===== config.mk =====
export PLATFORM = sky130hd
export DESIGN_NAME = vx_tag_flush_ctrl
export DESIGN_NICKNAME = d
export VERILOG_FILES = /design/src/rtl/vx_tag_flush_ctrl.sv
export SDC_FILE = /design/constraint.sdc
export NUM_CORES = 1
export LEC_CHECK = 0
export ABC_AREA = 1
export BUFFER_PORTS_ARGS = -buffer_cell sky130_fd_sc_hd__buf_2
export CORE_MARGIN = 4
export CORE_UTILIZATION = 42
export DETAILED_ROUTE_END_ITERATION = 8
export PLACE_DENSITY = 0.83
export SLEW_MARGIN = 20
export SYNTH_ARGS = -nofsm -noshare
export SYNTH_HDL_FRONTEND = slang
export SYNTH_SLANG_ARGS = --single-unit

===== constraint.sdc =====
create_clock -name clk -period 1 [get_ports clk]
set_clock_uncertainty 0.05 [all_clocks]
set_input_delay 0.2 -clock clk [delete_from_list [all_inputs] [get_ports clk]]
set_output_delay 0.2 -clock clk [all_outputs]
set_load 0.05 [all_outputs]

===== src/rtl/vx_tag_flush_ctrl.sv =====
// Tag-store initialise/flush walker: invalidates every line after reset or on
// request, and otherwise passes core fills through to the tag-store write port.
module vx_tag_flush_ctrl #(
  parameter int LINES_PER_BANK = 64,
  parameter int LINE_SEL_BITS  = $clog2(LINES_PER_BANK)
) (
  input  logic                     clk,
  input  logic                     reset,
  input  logic                     stall,
  input  logic                     flush_req,
  output logic                     flush_done,
  output logic                     busy,
  input  logic                     core_valid,
  input  logic                     core_fill,
  input  logic [LINE_SEL_BITS-1:0] core_addr,
  output logic                     core_ready,
  output logic                     tag_wren,
  output logic [LINE_SEL_BITS-1:0] tag_addr,
  output logic                     tag_is_flush
);

  typedef enum logic [1:0] {
    INIT  = 2'd0,
    IDLE  = 2'd1,
    FLUSH = 2'd2,
    DONE  = 2'd3
  } state_t;

  localparam logic [LINE_SEL_BITS-1:0] LAST_LINE = LINE_SEL_BITS'(LINES_PER_BANK - 1);

  state_t                   state;
  logic [LINE_SEL_BITS-1:0] counter;
  logic                     pending;

  always_ff @(posedge clk or negedge reset) begin
    if (!reset) begin
      state   <= INIT;
      counter <= '0;
      pending <= 1'b0;
    end else begin
      case (state)
        INIT, FLUSH: begin
          if (flush_req) pending <= 1'b1;
          if (!stall) begin
            // Power-of-two depth: the increment wraps to 0 after the last line.
            counter <= counter + LINE_SEL_BITS'(1);
            if (counter == LAST_LINE) state <= DONE;
          end
        end
        DONE: begin
          // A request arriving in DONE itself merges with any earlier one.
          pending <= 1'b0;
          state   <= (pending || flush_req) ? FLUSH : IDLE;
        end
        IDLE: begin
          if (flush_req) begin
            state   <= FLUSH;
            counter <= '0;
          end
        end
        default: state <= INIT;
      endcase
    end
  end

  always_comb begin
    flush_done   = 1'b0;
    busy         = 1'b0;
    core_ready   = 1'b0;
    tag_wren     = 1'b0;
    tag_addr     = core_addr;
    tag_is_flush = 1'b0;
    case (state)
      INIT, FLUSH: begin
        busy         = 1'b1;
        // Gated by reset so no write is issued while reset is held.
        tag_wren     = ~stall & reset;
        tag_addr     = counter;
        tag_is_flush = 1'b1;
      end
      IDLE: begin
        core_ready = ~stall;
        tag_wren   = core_valid & core_fill & ~stall;
      end
      DONE: begin
        flush_done = 1'b1;
      end
      default: begin
        flush_done = 1'b0;
      end
    endcase
  end

endmodule


==> results by stage <==
Yosys:
- Counting every instance in the synthesized netlist gives 90.
- The number of nets in the synthesized netlist is ~100.
- A synthesized cell averages between 6 and 7 sq um.
- After synthesis, the netlist uses 21 different library cells.
- The portion of the post-synthesis area used by sequential elements is between 30% and 40%.
- After synthesis the netlist holds a flip-flop and latch count of 9.
- For this run, the number of Yosys warnings is 0.
- The post-synthesis instance area is 609.3 sq um.

Setup path:
- Traced cell by cell, the critical path runs through buf_6 -> nor2_4 -> nand2_2 -> o21ai_4 -> buf_6.
- On the worst path, the slowest cell contributes a delay of approximately 0.45 ns.
- The sort of element at the start of the critical path is a flop.
- The most critical setup path has its startpoint at state[0].
- The reg-to-reg startpoint is state[0].
- The worst reg2reg path endpoint is counter[5].
- The worst setup slack for register-to-register paths is -0.42 ns.
- The critical path ends at tag_wren.
- The critical path start-end classification is reg -> out.
- Counting stages on the worst path, the most repeated cell is buf_6.
- For the worst setup path, the data arrival time is approximately 1.3 ns.
- For the worst flop-to-flop path, the logic depth is 9.
- The worst setup path is captured at a primary output.
- The slowest stage cell on the critical path is dfrtp_2.
- For the worst setup path, the data required time is 0.75 ns.
- Along the worst path, the maximum fanout reaches 4.

Clocking:
- CTS placed an instance of clkbuf_4 at the clock tree root.
- For the worst-skew pair, the clock arrives at the later sink with an insertion delay of ~0.28 ns.
- The clock tree buffer depth is 2.
- The TritonCTS clock tree is done.
- The clock-pin slew on the worst setup and hold paths is approximately 0.070 ns.
- The number of H-tree levels is 1.
- The count of clock tree sinks is 9.
- Buffers inserted during clock tree synthesis total 3.

Cells and area:
- The post-route netlist has between 60% and 70% of its cells at a drive strength greater than 1.
- The final design utilization is between 90% and 100%.
- In the layout the commonest cells are nand2_1 (19), buf_4 (19), buf_6 (14), inv_1 (12), buf_2 (11).
- The fill cell total of the finished layout is just over 50.
- Compared with the post-synthesis result, the final layout area differs by 102.3%.
- The net count reported at finish is approximately 150.
- The repair_antennas step left the layout with diodes totalling 0.

Min path:
- The launch point of the worst hold path is flush_req.
- The class of the worst hold path is in -> reg.

Timing:
- The final count of pins violating max slew is 0.
- The hold violation count in the final report is 0.
- Setup repair after global routing could not meet its margin everywhere.
- The number of failing setup endpoints in the final timing report is 20.
- The slew at the pin with the worst max-slew slack is approximately 0.24 ns.
- Setup total negative slack on the finished layout was measured at -8.777 ns.
- After layout, the worst path uses 157.3% of the clock period.
- The minimum setup slack in the final design is -0.5728 ns.
- The worst pin sits at a relative slew slack of 83.80%.
- For the finished layout, the period the worst path requires is 1.573 ns.
- The highest achievable clock rate is between 600 and 700 MHz.

Flow run:
- The reported max-cap violation count is 0.

Placed design:
- The placer congestion estimate is just under 0.8.
- During placement, the flow inserted port buffers numbering 22.
- The detailed-placement wirelength estimate is between 1 and 1.5 mm.

Routing:
- The residual DRC count is 0.
- The total wirelength of the detailed-routed design is 3.096 mm.
- The detail-routed via count per cell is 6.006.
- The average wire length per cell after detail routing is around 20 microns.
- The detail route stage leaves a number of antenna-violating nets equal to 0.
- The total iterations of the first detailed-routing run is 4.
- The initial DRC count is 54.
- The total number of vias is ~930.

Power:
- The total design power is 3.514 mW.
- The worst ir drop on vdd is between 2 and 2.5 mV.
- The power density relative to cell area is 2852 mW/mm^2.
- The standby leakage power is 0.6114 nW.

Global routing:
- The initial antenna violation count is 0.
- Global routing used between 20% and 30% of the available tracks.
- Global routing finished with a remaining overflow of 0.
- The number of global-route vias before repair is between 800 and 900.
- The largest net degree at the start of global routing is 12.
- The global-route wire length before repair is about 3.9 mm.

Die:
- The x dimension of the die is roughly 46 microns.
- The floorplan step defined a die boundary enclosing about 0.0021 sq mm.
- The die is around 46 microns tall.
- The floorplan step defined a core boundary enclosing between 0.001 and 0.0015 sq mm.
- The I/O pin count is 23.
- The initialized floorplan defines 13 standard-cell rows.
- The starting density of the core is between 40% and 50%.

Run status:
- The checks that failed: setup timing.
- The flow ran to the end, but the final reports show violations.
[per-stage QoR]
step	cell area [sq um]	setup slack (ns)	hold WS, ns	instances
floorplan	699.4	-0.3880	-0.1456	90
global placement	939.7	-0.3367	0.1046	142
detailed placement	939.7	-0.3704	0.1007	142
CTS	1142	-0.5064	0.1538	151
global route	1232	-0.6109	0.2054	155
finish	1232	-0.5728	0.1873	155
[flip-flops by register name, indices dropped and copies added, names as in the netlist]
name     count
counter      6
state        2
pending      1
[cell type report]
type | instances | area, sq um | area share (%)
repair buffers | 49 | 425.4 | 34.52
inverters | 14 | 61.31 | 4.975
flip-flops and latches | 9 | 227.7 | 18.48
clock buffers | 4 | 26.28 | 2.132
well taps | 15 | 18.77 | 1.523
multi-input cells | 64 | 473.0 | 38.38
[worst max-delay path: cells and delay by family (launching register included)]
family | cells | cell delay (ns)
buffers and inverters | 2 | 0.32
flip-flops | 1 | 0.45
AND/OR/NAND/NOR | 2 | 0.21
AO/OA/AOI/OAI | 1 | 0.07
[cells in the mapped netlist, drive strengths merged]
cell | instances | area [sq um]
nor3 | 2 | 10.01
a21oi | 3 | 15.01
nand3 | 9 | 50.05
dfrtp | 9 | 225.2
buf | 3 | 23.77
o22ai | 1 | 6.260
nand2 | 29 | 111.4
nand3b | 1 | 7.510
o21ai | 9 | 45.04
o2bb2ai | 1 | 8.760
nor2 | 7 | 33.78
inv | 14 | 52.55
ha | 1 | 12.51
o21a | 1 | 7.510
[routing by layer]
layer | wire, microns | GRT usage [%] | vias to the layer above
met3 | 350 | 6.641 | 25
met5 | 0 | 0 | -
met1 | 1062 | 27.03 | 427
met4 | 193 | 19.89 | 0
li1 | - | - | 386
met2 | 1490 | 46.70 | 93
[how the worst min path moves through the flow]
stage / slack, ns / endpoint / cells past startpoint
CTS: 0.15 / pending / 3
finish: 0.19 / pending / 3
global placement: 0.10 / pending / 2
global route: 0.21 / pending / 3
detailed placement: 0.10 / pending / 2
floorplan: -0.15 / counter[0] / 0
[kinds of logic (layout without fill, tap and decap cells)]
logic type	count (synthesis)	in the layout	synth area share, %
buf+inv	17	67	12.53
compound gates	15	15	13.55
flops	9	9	36.96
fa+ha+maj	1	1	2.053
simple gates	48	48	34.91
[power by group]
part           total [mW]  internal (mW)  switching (mW)
Sequential          0.688          0.521           0.167
Clock               0.319          0.155           0.164
Combinational        2.51           1.09            1.41
[timing repair]
item,in CTS,in global routing
endpoints found under the setup margin,20,20
gates resized for setup,42,19
hold buffers,1,0
hold endpoints to repair,9,0
buffers inserted,5,7
pin swaps,6,6
(Power assumes the default switching activity.)
